--- src/rtl/switch_debounce.sv ---
// Purpose : per-bit two-flop synchroniser + debouncer for raw slide switches,
//           with registered clean levels and one-cycle rise/fall/any pulses.
// Latency : STABLE_CYCLES+2 edges from raw change (incl. sampling edge) to switch_clean.
// Backpressure: none; outputs are sampled every cycle and pulses are not held.
//
// Ports:
//   clk           system clock, rising edge
//   rst_n         asynchronous active-low reset
//   switch_raw    raw asynchronous switch levels [WIDTH]
//   switch_clean  debounced registered levels [WIDTH]
//   switch_rise   one-cycle pulse when switch_clean[i] goes 0->1
//   switch_fall   one-cycle pulse when switch_clean[i] goes 1->0
//   any_change    OR of all rise/fall bits, same cycle as the pulses
module switch_debounce #(
  parameter int WIDTH         = 8,
  parameter int STABLE_CYCLES = 250000
) (
  input  logic             clk,
  input  logic             rst_n,
  input  logic [WIDTH-1:0] switch_raw,
  output logic [WIDTH-1:0] switch_clean,
  output logic [WIDTH-1:0] switch_rise,
  output logic [WIDTH-1:0] switch_fall,
  output logic             any_change
);

  localparam int            CW      = (STABLE_CYCLES > 2) ? $clog2(STABLE_CYCLES) : 1;
  localparam logic [CW-1:0] CNT_MAX = CW'(STABLE_CYCLES - 1);

  logic [WIDTH-1:0] sync1_q, sync2_q;
  logic [WIDTH-1:0] clean_q, clean_d;
  logic [WIDTH-1:0] rise_q,  rise_d;
  logic [WIDTH-1:0] fall_q,  fall_d;
  logic             any_q,   any_d;
  logic [CW-1:0]    cnt_q [WIDTH];
  logic [CW-1:0]    cnt_d [WIDTH];

  // Each bit is IDLE when sync2 == clean and PENDING otherwise; the state
  // is fully implied by that comparison, so no separate state flop is kept.
  always_comb begin
    clean_d = clean_q;
    rise_d  = '0;
    fall_d  = '0;
    for (int i = 0; i < WIDTH; i++) begin
      cnt_d[i] = '0;
      if (sync2_q[i] != clean_q[i]) begin
        if (cnt_q[i] == CNT_MAX) begin
          // Held long enough: commit the new level and fire its edge pulse.
          clean_d[i] = sync2_q[i];
          rise_d[i]  = sync2_q[i];
          fall_d[i]  = ~sync2_q[i];
        end else begin
          cnt_d[i] = cnt_q[i] + CW'(1);
        end
      end
      // sync2 back at the clean level: a glitch, the count is dropped.
    end
    any_d = |(rise_d | fall_d);
  end

  always_ff @(posedge clk or negedge rst_n) begin
    if (!rst_n) begin
      sync1_q <= '0;
      sync2_q <= '0;
      clean_q <= '0;
      rise_q  <= '0;
      fall_q  <= '0;
      any_q   <= 1'b0;
      for (int i = 0; i < WIDTH; i++) begin
        cnt_q[i] <= '0;
      end
    end else begin
      sync1_q <= switch_raw;
      sync2_q <= sync1_q;
      clean_q <= clean_d;
      rise_q  <= rise_d;
      fall_q  <= fall_d;
      any_q   <= any_d;
      for (int i = 0; i < WIDTH; i++) begin
        cnt_q[i] <= cnt_d[i];
      end
    end
  end

  assign switch_clean = clean_q;
  assign switch_rise  = rise_q;
  assign switch_fall  = fall_q;
  assign any_change   = any_q;

endmodule

--- config.mk ---
export PLATFORM = sky130hd
export DESIGN_NAME = switch_debounce
export DESIGN_NICKNAME = d
export VERILOG_FILES = /design/src/rtl/switch_debounce.sv
export SDC_FILE = /design/constraint.sdc
export NUM_CORES = 1
export LEC_CHECK = 0
export CORE_MARGIN = 2
export CORE_UTILIZATION = 40
export CTS_BUF_LIST = sky130_fd_sc_hd__clkbuf_4 sky130_fd_sc_hd__clkbuf_8
export DETAILED_ROUTE_END_ITERATION = 16
export PLACE_DENSITY = 0.59
export SETUP_SLACK_MARGIN = 0.5
export SLEW_MARGIN = 5
export SYNTH_ARGS = -nofsm -noshare
export SYNTH_HDL_FRONTEND = slang
export SYNTH_SLANG_ARGS = --single-unit
--- constraint.sdc ---
create_clock -name clk -period 2.1 [get_ports clk]
set_input_delay 0.525 -clock clk [delete_from_list [all_inputs] [get_ports clk]]
set_output_delay 0.525 -clock clk [all_outputs]
set_load 0.01 [all_outputs]
Yosys cells after proc, flatten, opt, wreduce, memory -nomap -nowiden
Index checks and enable logic that the tools add are counted.
{ "totals": {"in_bits": 10, "elab_cells": 111, "ff_bits": 185} }
{ "classes": {"addsub": 8, "n_eq_ne": 16, "n_reduce_logical": 9, "bitwise_logic": 9, "n_mux": 48} }
{ "ops": {"columns": ["op", "n"], "rows": [
  ["2-to-1 mux 18 bit", 16],
  ["adder 18 x 1 -> 18 bit (second input constant)", 8],
  ["== test 18 bit (second input constant)", 8],
  ["2-to-1 mux 1 bit", 32],
  ["AND reduction 2 bit", 8],
  ["!= test 1 bit", 8],
  ["NOT 1 bit", 8],
  ["bitwise OR 8 bit", 1],
  ["OR reduction 8 bit", 1]
]} }

Depth between registers and ports, before layout
{ "logic_depth": {"depth_word": 5, "ltp_mapped": 8, "depth_no_buf": 6} }

Least setup slack after synthesis
Ideal clock, no wire load.
{ "synth_path": {"path_kind": "register -> register", "from": "register cnt_q[126] (netlist bit)", "to": "register cnt_q[142] (netlist bit)", "synth_period_minus_slack_ns": 1.883, "path_slack_ns": 0.217, "path_stages_with_launch": 9, "arrival_time_ns": 1.765, "n_path_buf": 2, "t_required_ns": 1.981, "path_cell_list": "dfrtp_1 > ha_1 > nand3_1 > or4_1 > or2_1 > clkbuf_1 > nand2_2 > buf_6 > nor2_1"} }
{ "synth_rtl": {"columns": ["item", "line_no", "rtl"], "rows": [
  ["start: declaration", "35", "logic [CW-1:0] cnt_q [WIDTH];"],
  ["start signal: indexed assignment", "80", "cnt_q[i] <= cnt_d[i];"]
]} }

Final worst setup path
{ "layout_path": {"from": "register clean_q[2] (netlist: switch_clean[2])", "to": "register any_q (netlist: any_change)"} }
{ "layout_via": {"elab_chain_len": 4} }
{ "layout_rtl": {"columns": ["item", "line_no", "rtl"], "rows": [
  ["start: declaration", "31", "logic [WIDTH-1:0] clean_q, clean_d;"],
  ["start signal: assignment", "75", "clean_q <= clean_d;"],
  ["!= test 1 bit (*)", "46", "if (sync2_q[i] != clean_q[i]) begin"],
  ["2-to-1 mux 1 bit", "46", null],
  ["bitwise OR 8 bit (*)", "58", "any_d = |(rise_d | fall_d);"],
  ["OR reduction 8 bit (*)", "58", null],
  ["net any_d", "34", "logic any_q, any_d;"],
  ["end signal: assignment", "78", "any_q <= any_d;"],
  ["end: declaration", "34", null]
]} }
Mark *: on every way through the listed nets, which the timed path passes. The rest lies on a longest branch.
A chain may end at the register's enable or synchronous reset.

==> results.txt <==
The flow ran to the end, and the final reports show no timing, DRC or antenna violations. Kind of end point of the critical path: a flop. Area of the die: 22000 sq um. The first global-routing pass estimated 27500 microns of wire. For the number of iterations in the first detailed-routing pass, the log shows 4. The overall die height was 148 microns. In this run, the number of DRC markers left after iteration 0 of detailed routing was 219.

The area inside the core boundary came out at 20400 sq um. A synthesized cell averages 10.5 sq um. The number of sinks driven by the clock tree is 185, and the number of setup violations in the final report is 0. STA puts the critical path data required time at 2.42 ns. Entering global routing, the biggest net connects 56 pins. The tools report the total nets after synthesis as 811.

The run gives 0 as the final count of pins violating max slew. The signal on the critical path passes through buf_4 -> xor2_1 -> and3_1 -> o2bb2ai_1 -> a221oi_1 -> nand4_1. Worst hold path class: input pin to asynchronous set/reset pin. The run gives 0 as the initial antenna violation count.

In this run, placement finished with an instance count of 1095. Post-route clock period utilization: 88.9%. The logs give 0.46 ns for the clock latency on the worst-skew pair and 4 for the level count of the clock H-tree. The worst register-to-register path begins at switch_clean[2]. Derived from the worst setup path, the maximum achievable clock frequency is 0.535 GHz.

In the post-synthesis netlist, the biggest area contributors are dfrtp_1 (56%), xor2_1 (7.7%), nor2_1 (7.1%). For this run, the leading register cell type out of synthesis is dfrtp_1. The tools report the leakage component of the power as 4.40 nW. TritonCTS built the clock tree.

The synthesized netlist cell count came out at 793. For this configuration, the core starts out at a cell density of 40.9%. The arrival time at the worst endpoint came out at 2.19 ns. Setup repair after global routing could not meet its margin everywhere. Detail-routed net length per standard cell: 13.9 microns.

The tools report the buffer depth of the longest clock path as 2. For the remaining max-slew budget at the tightest pin, the log shows 51.4%. The total of max-cap violations came out at 0. Broken down by cell family, the worst path's largest delay share belongs to compound AO/OA/AOI/OAI gates. The cell area that synthesis handed to floorplanning was 8330 sq um. Critical-path cell with the highest stage delay: dfrtp_1.

The aggregate global-route resource usage is 15.3%, and the final RePlAce weighted congestion is 0.800. Per-cell via count in the routed design: 4.96. The tools report the buffer type at the clock tree root as clkbuf_8.

Dividing total power by cell area gives a power density of 600 nW/um^2. The filler cells instantiated in the layout total 1821. For this run, the post-layout net count is 917. The total wirelength of the detailed-routed design was 16400 microns; the final standard cell count with taps included and fillers excluded was 1181. The run gives 4630 sq um as the register area. The final period demand of the worst path was 1.87 ns; the number of antenna diodes was 0.

After detailed routing, the number of remaining DRC violations is 0. The register-to-register setup slack came out at 0.23 ns. In this run the worst path has a maximum fanout of 4. The logs give 5609 for the number of global-route vias before repair and 35 for the number of ports placed on the die boundary. Area overhead of the layout relative to synthesis: 26.6%. For this run, the slowest stage of the critical path takes 0.40 ns. In this run the horizontal extent of the chip is 148 microns. The path type of the worst setup path is flop to flop.

The number of cells on the worst reg-to-reg path is 6. For the half-perimeter wire length of the detailed placement result, the log shows 10000 microns. After clock tree synthesis, the clock-pin slew on the worst setup and hold paths is 0.10 ns.

Of all flip-flops after synthesis, the portion carrying an async set or reset was 100%. Post-route antenna net violation count: 0. The top cell type's share of synthesized area works out to 55.6%.

The worst setup path is launched from a flop. The register bit count reported by yosys is 185, and the number of enable-type register cells in the synthesized netlist is 0. For this run the aggregate overflow at the end of global routing stands at 0. VDD sags by at most 0.419 mV. Once layout is complete, the utilization of the core stands at 51.8%. Row generation in the floorplan step produced 52 rows. Once routing completed, OpenROAD measured the worst setup slack at 0.232 ns. The final count of hold timing violations is 0.

For the final routed database, the setup TNS stands at 0 ns. The netlist uses 41 different library cells. The synthesized design spends more area on one cell type than any other, namely dfrtp_1. The logs give 10500 sq um for the summed area of non-filler cells in the final layout and 55.6% for the sequential area share after synthesis. In the layout the commonest cells are dfrtp_1 (181), nor2_1 (96), xor2_1 (68). The via count is 5853, and the number of buffers inserted by port buffering is 34. Cells with a size suffix above 1 make up 30.4% of the layout. The tools report the total CTS buffers as 17.

The worst slack after detailed placement is 0.129 ns. The clock tree skew after final layout was 0.0164 ns; the count of buffering cells on the critical path with inverters included was 1. The worst register-to-register path ends at any_change. The Yosys step of the flow raised 0 warnings.

For the pin with the worst max-slew slack, the measured transition is 0.728 ns. Once placement finished, the instance area stood at 9150 sq um. The library cell used most frequently in the layout, excluding fill and tap cells, is dfrtp_1. Footprint of the multi-input gates: 4450 sq um.
## report_power, final
group	switching, mW	internal [mW]	leakage (nW)
registers	0.0549	3.61	2.52
logic	0.195	0.122	1.69
clock network	1.29	1.06	0.185
total	1.54	4.79	4.40
## worst reg2reg max path, cell delays in order, from the launching register on
cell and delay (ns):
dfrtp_1 0.40, buf_4 0.15, xor2_1 0.23, and3_1 0.25
o2bb2ai_1 0.17, a221oi_1 0.37, nand4_1 0.15
## through the flow
| step | hold WS, ns | power, mW |
|---|---|---|
| floorplan | 0.229 | 3.83 |
| global route | 0.0231 | 6.64 |
| global placement | 0.333 | 3.96 |
| detailed placement | 0.335 | 3.96 |
| CTS | 0.00801 | 6.39 |
| finish | 0.0139 | 6.33 |
## sequential cells by signal (all words and copies together), names as in the netlist
name and count:
sync2_q 8, cnt_q 144, switch_fall 8, any_change 1
sync1_q 8, switch_rise 8, switch_clean 8
## cell type report
| type | count | area share [%] |
|---|---|---|
| sequential | 185 | 43.9 |
| multi-input combinational | 593 | 42.2 |
| timing repair buffer | 93 | 6.67 |
| tap | 270 | 3.20 |
| clock buffer | 17 | 2.22 |
| clock inverter | 14 | 1.41 |
| inverter | 9 | 0.320 |
## synth_stat cells (all sizes together), types with 2 or more instances
cell type	n
nand4	33
xor2	73
nor4b	7
nand2	70
and3	23
ha	8
and4	13
inv	9
mux2	3
or2	2
nor2b	4
nor3b	17
nor3	19
xnor2	61
nor2	158
and2	4
nand3b	4
clkbuf	4
buf	11
nor4	15
or3b	3
a21oi	2
nand3	50
or4	7
dfrtp	185
## logic make-up (layout without fill, tap and decap cells)
kind of cell / after synthesis / in the layout / synth area share [%]
AOI/OAI and AO/OA: 7 / 7 / 0.571
xor gates and xnor gates: 134 / 134 / 14.1
adders and majority gates: 8 / 8 / 1.20
buffers and inverters: 24 / 133 / 1.82
DFF: 185 / 185 / 55.6
muxes: 3 / 3 / 0.405
and+or+nand+nor: 432 / 441 / 26.4
## per-layer routing
layer / vias to the layer above / GRT usage, % / wire [microns]
met2: 53 / 24.5 / 8070
met5: - / 0 / 0
met1: 2870 / 21.3 / 7780
li1: 2919 / - / -
met4: 0 / 3.67 / 159
met3: 11 / 3.62 / 422
## worst max path at each step
stage,from,end,depth (start not counted)
finish,switch_clean[2],any_change,6
global route,cnt_q[116],cnt_q[125],5
CTS,cnt_q[114],cnt_q[116],5
detailed placement,cnt_q[126],cnt_q[135],6
global placement,cnt_q[126],cnt_q[141],6
floorplan,cnt_q[126],switch_clean[0],6
## repair_timing
action,in CTS,in global routing
buffers inserted,31,15
pin swaps,39,30
gates resized for setup,164,98
gates cloned,8,1
endpoints found under the setup margin,187,168
hold buffers,0,0
(Power assumes the default switching activity.)
